==> src/rtl/vga_fb_arbiter_if.sv <==
// Bus bundle between the frame-buffer arbiter, the display path, the frame writer and the pixel RAM.
// "slave" is the arbiter's view and "master" is the surrounding system's view.
interface vga_fb_arbiter_if #(
    parameter int AW = 16,
    parameter int DW = 9
);
    logic          blank;
    logic          vsync;
    logic          disp_req;
    logic [AW-2:0] disp_addr;
    logic          disp_gnt;
    logic          disp_rvalid;
    logic [DW-1:0] disp_rdata;
    logic          wr_valid;
    logic [AW-2:0] wr_addr;
    logic [DW-1:0] wr_data;
    logic          wr_ready;
    logic          swap_req;
    logic          swap_pending;
    logic          front_buf;
    logic          mem_en;
    logic          mem_we;
    logic [AW-1:0] mem_addr;
    logic [DW-1:0] mem_wdata;
    logic [DW-1:0] mem_rdata;

    modport slave (
        input  blank, vsync, disp_req, disp_addr, wr_valid, wr_addr, wr_data,
               swap_req, mem_rdata,
        output disp_gnt, disp_rvalid, disp_rdata, wr_ready, swap_pending,
               front_buf, mem_en, mem_we, mem_addr, mem_wdata
    );

    modport master (
        output blank, vsync, disp_req, disp_addr, wr_valid, wr_addr, wr_data,
               swap_req, mem_rdata,
        input  disp_gnt, disp_rvalid, disp_rdata, wr_ready, swap_pending,
               front_buf, mem_en, mem_we, mem_addr, mem_wdata
    );
endinterface

==> src/rtl/vga_fb_arbiter.sv <==
// Single-port pixel RAM arbiter: scan-out reads versus a frame writer,
// with double-buffer swaps taken only on the falling edge of vsync.
module vga_fb_arbiter #(
    parameter int AW           = 16,
    parameter int DW           = 9,
    parameter int STARVE_LIMIT = 15
) (
    input logic              clk,
    input logic              reset,
    vga_fb_arbiter_if.slave  bus
);
    localparam logic [7:0] LIMIT = 8'(STARVE_LIMIT);

    logic          vsync_d_q;
    logic          vsync_fall;
    logic          swap_cycle;
    logic          starved;
    logic          disp_gnt_c;
    logic          wr_ready_c;
    logic [7:0]    starve_q, starve_d;
    logic          swap_pending_q, swap_pending_d;
    logic          front_q, front_d;
    logic          mem_en_q, mem_en_d;
    logic          mem_we_q, mem_we_d;
    logic [AW-1:0] mem_addr_q, mem_addr_d;
    logic [DW-1:0] mem_wdata_q, mem_wdata_d;
    logic          vld_p1_q, vld_p2_q;

    assign vsync_fall = vsync_d_q && !bus.vsync;
    assign swap_cycle = vsync_fall && swap_pending_q;
    assign starved    = bus.wr_valid && (starve_q == LIMIT);

    // Grants are combinational so a requester learns of acceptance in the same cycle.
    always_comb begin
        disp_gnt_c = 1'b0;
        wr_ready_c = 1'b0;
        if (!reset) begin
            if (swap_cycle) begin
                disp_gnt_c = bus.disp_req;
            end else if (bus.blank) begin
                wr_ready_c = bus.wr_valid;
                disp_gnt_c = bus.disp_req && !bus.wr_valid;
            end else begin
                wr_ready_c = bus.wr_valid && (!bus.disp_req || starved);
                disp_gnt_c = bus.disp_req && !wr_ready_c;
            end
        end
    end

    always_comb begin
        starve_d       = 8'd0;
        swap_pending_d = swap_pending_q;
        front_d        = front_q ^ swap_cycle;
        mem_en_d       = disp_gnt_c || wr_ready_c;
        mem_we_d       = wr_ready_c;
        mem_addr_d     = mem_addr_q;
        mem_wdata_d    = mem_wdata_q;
        if (bus.wr_valid && !wr_ready_c) begin
            starve_d = (starve_q == LIMIT) ? starve_q : starve_q + 8'd1;
        end
        // A request arriving on the swap edge itself only arms the next frame.
        if (swap_cycle) begin
            swap_pending_d = 1'b0;
        end else if (bus.swap_req) begin
            swap_pending_d = 1'b1;
        end
        if (wr_ready_c) begin
            mem_addr_d  = {~front_q, bus.wr_addr};
            mem_wdata_d = bus.wr_data;
        end else if (disp_gnt_c) begin
            mem_addr_d  = {front_q, bus.disp_addr};
        end
    end

    // p0 -> p1: access registered onto the RAM port; p1 -> p2: read data returns.
    always_ff @(posedge clk or posedge reset) begin
        if (reset) begin
            vsync_d_q      <= 1'b1;
            starve_q       <= 8'd0;
            swap_pending_q <= 1'b0;
            front_q        <= 1'b0;
            mem_en_q       <= 1'b0;
            mem_we_q       <= 1'b0;
            mem_addr_q     <= '0;
            mem_wdata_q    <= '0;
            vld_p1_q       <= 1'b0;
            vld_p2_q       <= 1'b0;
        end else begin
            vsync_d_q      <= bus.vsync;
            starve_q       <= starve_d;
            swap_pending_q <= swap_pending_d;
            front_q        <= front_d;
            mem_en_q       <= mem_en_d;
            mem_we_q       <= mem_we_d;
            mem_addr_q     <= mem_addr_d;
            mem_wdata_q    <= mem_wdata_d;
            vld_p1_q       <= disp_gnt_c;
            vld_p2_q       <= vld_p1_q;
        end
    end

    assign bus.disp_gnt     = disp_gnt_c;
    assign bus.wr_ready     = wr_ready_c;
    assign bus.disp_rvalid  = vld_p2_q;
    assign bus.disp_rdata   = bus.mem_rdata;
    assign bus.swap_pending = swap_pending_q;
    assign bus.front_buf    = front_q;
    assign bus.mem_en       = mem_en_q;
    assign bus.mem_we       = mem_we_q;
    assign bus.mem_addr     = mem_addr_q;
    assign bus.mem_wdata    = mem_wdata_q;
endmodule

==> src/flat_wrapper.sv <==
// flat-port wrapper written by rule: the top's interface ports become plain ports
module vga_fb_arbiter_flat 
#(
    parameter int AW           = 16,
    parameter int DW           = 9,
    parameter int STARVE_LIMIT = 15
)
  (clk, reset, bus_blank, bus_vsync, bus_disp_req, bus_disp_addr, bus_wr_valid, bus_wr_addr, bus_wr_data, bus_swap_req, bus_mem_rdata, bus_disp_gnt, bus_disp_rvalid, bus_disp_rdata, bus_wr_ready, bus_swap_pending, bus_front_buf, bus_mem_en, bus_mem_we, bus_mem_addr, bus_mem_wdata);
  vga_fb_arbiter_if #(.AW(AW), .DW(DW)) bus_i ();
  input logic clk;
  input logic reset;
  input wire logic [$bits(bus_i.blank)-1:0] bus_blank;
  input wire logic [$bits(bus_i.vsync)-1:0] bus_vsync;
  input wire logic [$bits(bus_i.disp_req)-1:0] bus_disp_req;
  input wire logic [$bits(bus_i.disp_addr)-1:0] bus_disp_addr;
  input wire logic [$bits(bus_i.wr_valid)-1:0] bus_wr_valid;
  input wire logic [$bits(bus_i.wr_addr)-1:0] bus_wr_addr;
  input wire logic [$bits(bus_i.wr_data)-1:0] bus_wr_data;
  input wire logic [$bits(bus_i.swap_req)-1:0] bus_swap_req;
  input wire logic [$bits(bus_i.mem_rdata)-1:0] bus_mem_rdata;
  output wire logic [$bits(bus_i.disp_gnt)-1:0] bus_disp_gnt;
  output wire logic [$bits(bus_i.disp_rvalid)-1:0] bus_disp_rvalid;
  output wire logic [$bits(bus_i.disp_rdata)-1:0] bus_disp_rdata;
  output wire logic [$bits(bus_i.wr_ready)-1:0] bus_wr_ready;
  output wire logic [$bits(bus_i.swap_pending)-1:0] bus_swap_pending;
  output wire logic [$bits(bus_i.front_buf)-1:0] bus_front_buf;
  output wire logic [$bits(bus_i.mem_en)-1:0] bus_mem_en;
  output wire logic [$bits(bus_i.mem_we)-1:0] bus_mem_we;
  output wire logic [$bits(bus_i.mem_addr)-1:0] bus_mem_addr;
  output wire logic [$bits(bus_i.mem_wdata)-1:0] bus_mem_wdata;
  assign bus_i.blank = bus_blank;
  assign bus_i.vsync = bus_vsync;
  assign bus_i.disp_req = bus_disp_req;
  assign bus_i.disp_addr = bus_disp_addr;
  assign bus_i.wr_valid = bus_wr_valid;
  assign bus_i.wr_addr = bus_wr_addr;
  assign bus_i.wr_data = bus_wr_data;
  assign bus_i.swap_req = bus_swap_req;
  assign bus_i.mem_rdata = bus_mem_rdata;
  assign bus_disp_gnt = bus_i.disp_gnt;
  assign bus_disp_rvalid = bus_i.disp_rvalid;
  assign bus_disp_rdata = bus_i.disp_rdata;
  assign bus_wr_ready = bus_i.wr_ready;
  assign bus_swap_pending = bus_i.swap_pending;
  assign bus_front_buf = bus_i.front_buf;
  assign bus_mem_en = bus_i.mem_en;
  assign bus_mem_we = bus_i.mem_we;
  assign bus_mem_addr = bus_i.mem_addr;
  assign bus_mem_wdata = bus_i.mem_wdata;
  vga_fb_arbiter #(.AW(AW), .DW(DW), .STARVE_LIMIT(STARVE_LIMIT)) u_core (.clk(clk), .reset(reset), .bus(bus_i));
endmodule
==> config.mk <==
export PLATFORM = sky130hd
export DESIGN_NAME = vga_fb_arbiter_flat
export DESIGN_NICKNAME = d
export VERILOG_FILES = /design/src/rtl/vga_fb_arbiter_if.sv /design/src/rtl/vga_fb_arbiter.sv /design/src/flat_wrapper.sv
export SDC_FILE = /design/constraint.sdc
export NUM_CORES = 1
export LEC_CHECK = 0
export ABC_AREA = 0
export CORE_MARGIN = 2
export CORE_UTILIZATION = 25
export CTS_CLUSTER_SIZE = 20
export DETAILED_ROUTE_END_ITERATION = 10
export SYNTH_ARGS = -nofsm -noshare
export SYNTH_HDL_FRONTEND = slang
export SYNTH_SLANG_ARGS = --single-unit
==> constraint.sdc <==
create_clock -name clk -period 5.5 [get_ports clk]
set_input_delay 1.65 -clock clk [delete_from_list [all_inputs] [get_ports clk]]
set_output_delay 1.65 -clock clk [all_outputs]
set_load 0.05 [all_outputs]
==> flow_metrics.py, run 1 <==
metrics = {
    "logic_synthesis": {
        "syn-num-nets": 197,
        "synth_top_area_frac": 0.523,
        "ys_seq_area_frac": 0.537,
        "synth-edff-count": 0,
        "synth_cell_types": 30,
        "ys_top_cells_by_area": "dfrtp_1 52%, mux2_2 24%, buf_4 3.6%",
        "postSynthCellCount": 141,
        "synth_top_area_cell": "dfrtp_1",
        "netlist_area_um2": 1870,
        "ys_ff_latch": 40,
        "ys.flop_type": "dfrtp_1",
        "synth_warnings": 0,
        "synthArstFlopShare": 1.00,
        "syn_area_per_cell_um2": 13.2,
    },
    "clock_tree": {
        "clk_latency_ns": 0.28,
        "cts.path.max_buffers": 2,
        "cts-root-buf": "clkbuf_8",
        "cts_buffers": 5,
        "ctsResizeCount": 0,
        "clock_sinks": 40,
        "hold_buffers": 0,
        "htreeDepth": 2,
        "cts_tree": "yes",
        "clk_pin_slew_ns": 0.08,
        "post_cts_buffers": 0,
    },
    "pwr": {
        "power_leakage_nw": 1.13,
        "p_switching_mw": 0.340,
        "swShare": 0.342,
        "powerDensity_nw_per_um2": 351,
        "ir_drop_mv": 0.169,
        "power.internal_mw": 0.653,
        "power_frac_seq": 0.367,
        "power_frac_comb": 0.371,
        "power.clock.fraction": 0.262,
    },
    "global_route": {
        "grt_use_total": 0.0964,
        "grtUsageMet2": 0.149,
        "met3_usage": 0.0401,
        "grt_max_degree": 26,
        "grt-busiest-layer": "met2",
        "grt_pass1_vias": 1284,
        "antenna_found_initial": 0,
        "grt_pass1_wl_um": 6370,
        "grt_overflow": 0,
        "grt.met1_usage": 0.123,
    },
    "placed_design": {
        "dp_hpwl_um": 2940,
        "dpl_worst_slack_ns": 0.814,
        "place_congestion": 0.704,
        "port_buffers": 77,
    },
    "sta": {
        "rsz0062_at_grt": "no",
        "skew_ns": 0.00274,
        "final_hold_viol_count": 0,
        "slew-limit-headroom": 0.313,
        "fin_ws_ns": 0.824,
        "setup_tns_ns": 0,
        "fin_crit_sh": 0.850,
        "worst_pin_slew_ns": 1.02,
        "min_period_ns": 4.68,
        "report.final.slew_viol_count": 0,
        "fmaxAchievable_mhz": 214,
        "final-setup-viol-count": 0,
    },
    "critical_path": {
        "rr_startpoint": "u_core.starve_q[4]",
        "cpLargestDelayFamily": "buffers and inverters",
        "cp.required_ns": 3.85,
        "cp-start-kind": "primary input",
        "path_class": "in2out",
        "cp_max_fo": 5,
        "crit_arrival_ns": 3.03,
        "cp_slowest_cell": "clkdlybuf4s50_1",
        "path_buf_inv": 3,
        "cp-end-kind": "output pin",
        "cp-startpoint": "bus_disp_req",
        "critical-path-max-stage-delay_ns": 0.47,
        "crit_chain": "clkdlybuf4s50_1 > inv_1 > a211oi_2 > o21a_1 > buf_12",
    },
    "detailed_routing": {
        "ant_nets": 0,
        "routed_wl_um": 3920,
        "route.vias.total": 1299,
        "drt-initial-drc-count": 36,
        "vias_per_cell": 4.14,
        "routedWlPerCell_um": 12.5,
        "drc": 0,
        "drt_first_pass_iters": 4,
    },
    "cells_and_area": {
        "area_delta_synth_final_pct": 51.4,
        "layout_commonest_cell": "clkdlybuf4s50_1",
        "diodes": 0,
        "mostFrequentLayoutCells": "75 x clkdlybuf4s50_1, 39 x mux2_2, 39 x dfrtp_1, 8 x nor2_1, 7 x clkbuf_8",
        "drive_gt1_frac": 0.260,
        "nets": 270,
    },
    "die": {
        "core-area_um2": 7250,
        "rows": 31,
        "die_w_um": 90.4,
        "die_area_um2": 8170,
        "die_height_um": 90.4,
        "start_util": 0.257,
        "num_io_pins": 96,
    },
    "worst_hold_path": {
        "worstHoldStart": "u_core.vld_p1_q",
        "min_path_type": "reg2reg",
    },
    "run_status": {
        "outcome": "finished clean",
    },
    "flow_run": {
        "drv_cap": 0,
    },
}
[cell families after synthesis]
logic type               after synthesis  share of synthesized area
buffers and inverters                 16                     0.0597
AND/OR/NAND/NOR                       29                     0.0919
AO/OA/AOI/OAI                         11                     0.0456
XOR/XNOR                               5                     0.0235
adder cells (fa/ha/maj)                1                    0.00671
flip-flops                            40                      0.537
multiplexers                          39                      0.235
[path summary, 6_finish.rpt]
check	endpoint	slack, ns	depth (start not counted)
worst max-delay path	bus_disp_gnt	0.82	5
worst min-delay path	u_core.bus.disp_rvalid	0.38	0
worst max register to register	u_core.starve_q[0]	3.33	4
worst min register to register	u_core.bus.disp_rvalid	0.38	0
max in group asynchronous	u_core.bus.mem_addr[3]	2.72	3
min in group asynchronous	u_core.bus.mem_en	2.00	2
[area by class of cell]
type / instances / area [um2]
tap: 99 / 124
multi-input combinational: 85 / 752
clock buffer: 7 / 96.3
clock inverter: 1 / 30.0
fill: 722 / 4430
inverter: 2 / 7.51
sequential: 40 / 1000
timing repair buffer: 80 / 813
[per-layer routing]
metal  wire, um  vias up
li1           -      638
met2       1840       40
met4         46        0
met5          0        -
met1       1740      615
met3        290        6
[cells in the mapped netlist, types with 2 or more instances]
| cell type | n |
|---|---|
| and3_1 | 2 |
| a21oi_1 | 4 |
| mux2_2 | 39 |
| inv_1 | 2 |
| xor2_1 | 3 |
| nor3b_1 | 2 |
| xnor2_1 | 2 |
| buf_6 | 2 |
| nor2_1 | 8 |
| nand3_1 | 6 |
| nand2_1 | 4 |
| dfrtp_1 | 39 |
| buf_4 | 9 |
| o21a_1 | 2 |
| buf_2 | 2 |
[per-stage QoR]
stage               instance area [um2]  power [mW]  cells   util  hold slack, ns
finish                             2830       0.993    314  0.390           0.381
global route                       2830        1.04    314  0.390           0.392
floorplan                          1870       0.621    141      -           0.331
global placement                   2700       0.743    306  0.372           0.360
detailed placement                 2700       0.743    306  0.372           0.363
CTS                                2830        1.01    314  0.390           0.381
[worst register-to-register path, delay by kind of cell (launching register included)]
| family | cells | cell delay, ns |
|---|---|---|
| compound gates | 2 | 1.07 |
| simple gates | 2 | 0.49 |
| flops | 1 | 0.46 |
[sequential cells by signal, indices dropped and copies added, names as in the netlist]
name,cells
u_core.bus.mem_addr,16
u_core.bus.mem_we,1
u_core.bus.mem_wdata,9
u_core.starve_q,8
u_core.bus.front_buf,1
u_core.vsync_d_q,1
u_core.bus.mem_en,1
u_core.bus.swap_pending,1
u_core.bus.disp_rvalid,1
u_core.vld_p1_q,1
[power groups by stage]
stage / Clock [mW] / Sequential, mW / Combinational, mW
global placement: 0 / 0.371 / 0.372
floorplan: 0 / 0.520 / 0.100
global route: 0.283 / 0.371 / 0.385
finish: 0.260 / 0.365 / 0.368
detailed placement: 0 / 0.372 / 0.371
CTS: 0.273 / 0.366 / 0.372
No activity file was read; power rests on OpenSTA's default activity.
==> inputs of run 2 (changes only) <==
--- a/config.mk
+++ b/config.mk
@@ -6,6 +6,7 @@
 export NUM_CORES = 1
 export LEC_CHECK = 0
 export ABC_AREA = 0
+export CORE_ASPECT_RATIO = 0.7
 export CORE_MARGIN = 2
 export CORE_UTILIZATION = 25
 export CTS_CLUSTER_SIZE = 20
@@ -13,3 +14,4 @@
 export SYNTH_ARGS = -nofsm -noshare
 export SYNTH_HDL_FRONTEND = slang
 export SYNTH_SLANG_ARGS = --single-unit
+export TNS_END_PERCENT = 100
==> flow_metrics.py, run 2 (same netlist as run 1, synthesis figures left out) <==
metrics = {
    "run_status": {
        "outcome": "finished clean",
    },
    "cells_and_area": {
        "final_core_util": 0.385,
        "final-seq-area_um2": 1000,
        "drive_gt1_frac": 0.270,
        "area_delta_synth_final_pct": 49.7,
        "largest_reg_flops": 16,
        "final_area_um2": 2790,
        "mostFrequentLayoutCells": "75 x clkdlybuf4s50_1, 39 x mux2_2, 39 x dfrtp_1, 8 x nor2_1",
        "nFillCells": 713,
        "nets": 270,
        "layout_commonest_cell": "clkdlybuf4s50_1",
        "diodes": 0,
        "multi_input_area_um2": 754,
    },
    "clock_tree": {
        "cts_tree": "yes",
        "hold_buffers": 0,
        "post_cts_buffers": 0,
        "clk_latency_ns": 0.29,
        "clk_pin_slew_ns": 0.07,
        "ctsResizeCount": 0,
        "cts_buffers": 5,
        "cts.path.max_buffers": 2,
        "cts-root-buf": "clkbuf_8",
        "clock_sinks": 40,
        "htreeDepth": 2,
    },
    "die": {
        "start_util": 0.257,
        "core-area_um2": 7250,
        "die_height_um": 76.3,
        "die_w_um": 107,
        "die_area_um2": 8180,
        "num_io_pins": 96,
        "rows": 26,
    },
    "global_route": {
        "grt_pass1_wl_um": 6820,
        "grt_overflow": 0,
        "antenna_found_initial": 0,
        "grt_pass1_vias": 1343,
        "grt_use_total": 0.107,
        "grt_max_degree": 41,
    },
    "critical_path": {
        "cp-startpoint": "bus_disp_req",
        "cp_slowest_cell": "a211oi_2",
        "cp-end-kind": "output pin",
        "critical-path-max-stage-delay_ns": 0.48,
        "crit_chain": "clkdlybuf4s50_1 > inv_1 > a211oi_2 > o21a_1 > buf_12",
        "path_class": "in2out",
        "cp.required_ns": 3.85,
        "cp-start-kind": "primary input",
        "crit_arrival_ns": 3.10,
        "rr_startpoint": "u_core.starve_q[4]",
        "cp_max_fo": 5,
    },
    "worst_hold_path": {
        "min_path_type": "reg2reg",
        "worstHoldStart": "u_core.vld_p1_q",
    },
    "sta": {
        "final-setup-viol-count": 0,
        "fmaxAchievable_mhz": 210,
        "rsz0062_at_grt": "no",
        "min_period_ns": 4.75,
        "setup_tns_ns": 0,
        "fin_ws_ns": 0.747,
        "slew-limit-headroom": 0.277,
        "worst_pin_slew_ns": 1.08,
        "skew_ns": 0.00577,
        "fin_crit_sh": 0.864,
        "final_hold_viol_count": 0,
        "report.final.slew_viol_count": 0,
    },
    "detailed_routing": {
        "ant_nets": 0,
        "drt_first_pass_iters": 3,
        "routed_wl_um": 4190,
        "drt-initial-drc-count": 53,
        "drc": 0,
        "route.vias.total": 1320,
        "vias_per_cell": 4.22,
        "routedWlPerCell_um": 13.4,
    },
    "pwr": {
        "powerDensity_nw_per_um2": 336,
        "ir_drop_mv": 0.113,
        "power_leakage_nw": 1.12,
    },
    "placed_design": {
        "place_area_um2": 2700,
        "port_buffers": 77,
        "place_congestion": 0.696,
        "dp_hpwl_um": 2930,
        "dpl_worst_slack_ns": 0.772,
    },
    "flow_run": {
        "drv_cap": 0,
    },
}
-- run 2: cell types whose count changed in the layout (fill, tap and decap cells not counted), sizes merged --
cell    delta
clkbuf     -1
bufinv     -1
clkinv     +2
-- run 2: routing by layer --
layer,wire [um],track usage,vias to the layer above
met1,2110,0.155,625
met4,57,0.0429,0
met2,1600,0.139,57
met5,0,0,-
met3,420,0.0453,5
li1,-,-,633
-- run 2: cell type report --
| type | instances | area share |
|---|---|---|
| clock buffer | 6 | 0.0296 |
| clock inverter | 2 | 0.00358 |
| inverter | 2 | 0.00269 |
| multi-input combinational | 85 | 0.270 |
| sequential | 40 | 0.359 |
| tap | 98 | 0.0439 |
| timing repair buffer | 80 | 0.291 |
-- run 2: stage by stage --
stage          instances  hold slack [ns]  total power, mW
6_report             313            0.359            0.937
3_3_place_gp         305            0.348            0.741
2_1_floorplan        141            0.331            0.621
3_5_place_dp         305            0.344            0.744
4_1_cts              313            0.363            0.956
5_1_grt              313            0.372            0.986
-- run 2: worst max-delay path: cells and delay by family --
kind / cells / cell delay, ns
compound gates: 2 / 0.76
buf+inv: 3 / 0.68
-- run 2: where the power goes --
part | internal (mW) | leakage (nW) | switching [mW] | total [mW]
sequential | 0.339 | 0.487 | 0.0254 | 0.364
combinational | 0.154 | 0.580 | 0.216 | 0.371
clock | 0.100 | 0.0510 | 0.102 | 0.202
-- run 2: final timing paths --
path	cells after the start	end	slack, ns
worst max-delay path	5	bus_disp_gnt	0.75
worst min-delay path	0	u_core.bus.disp_rvalid	0.36
worst max register to register	4	u_core.starve_q[4]	3.25
worst min register to register	0	u_core.bus.disp_rvalid	0.36
max in group asynchronous	3	u_core.bus.mem_wdata[0]	3.07
min in group asynchronous	3	u_core.bus.front_buf	2.07
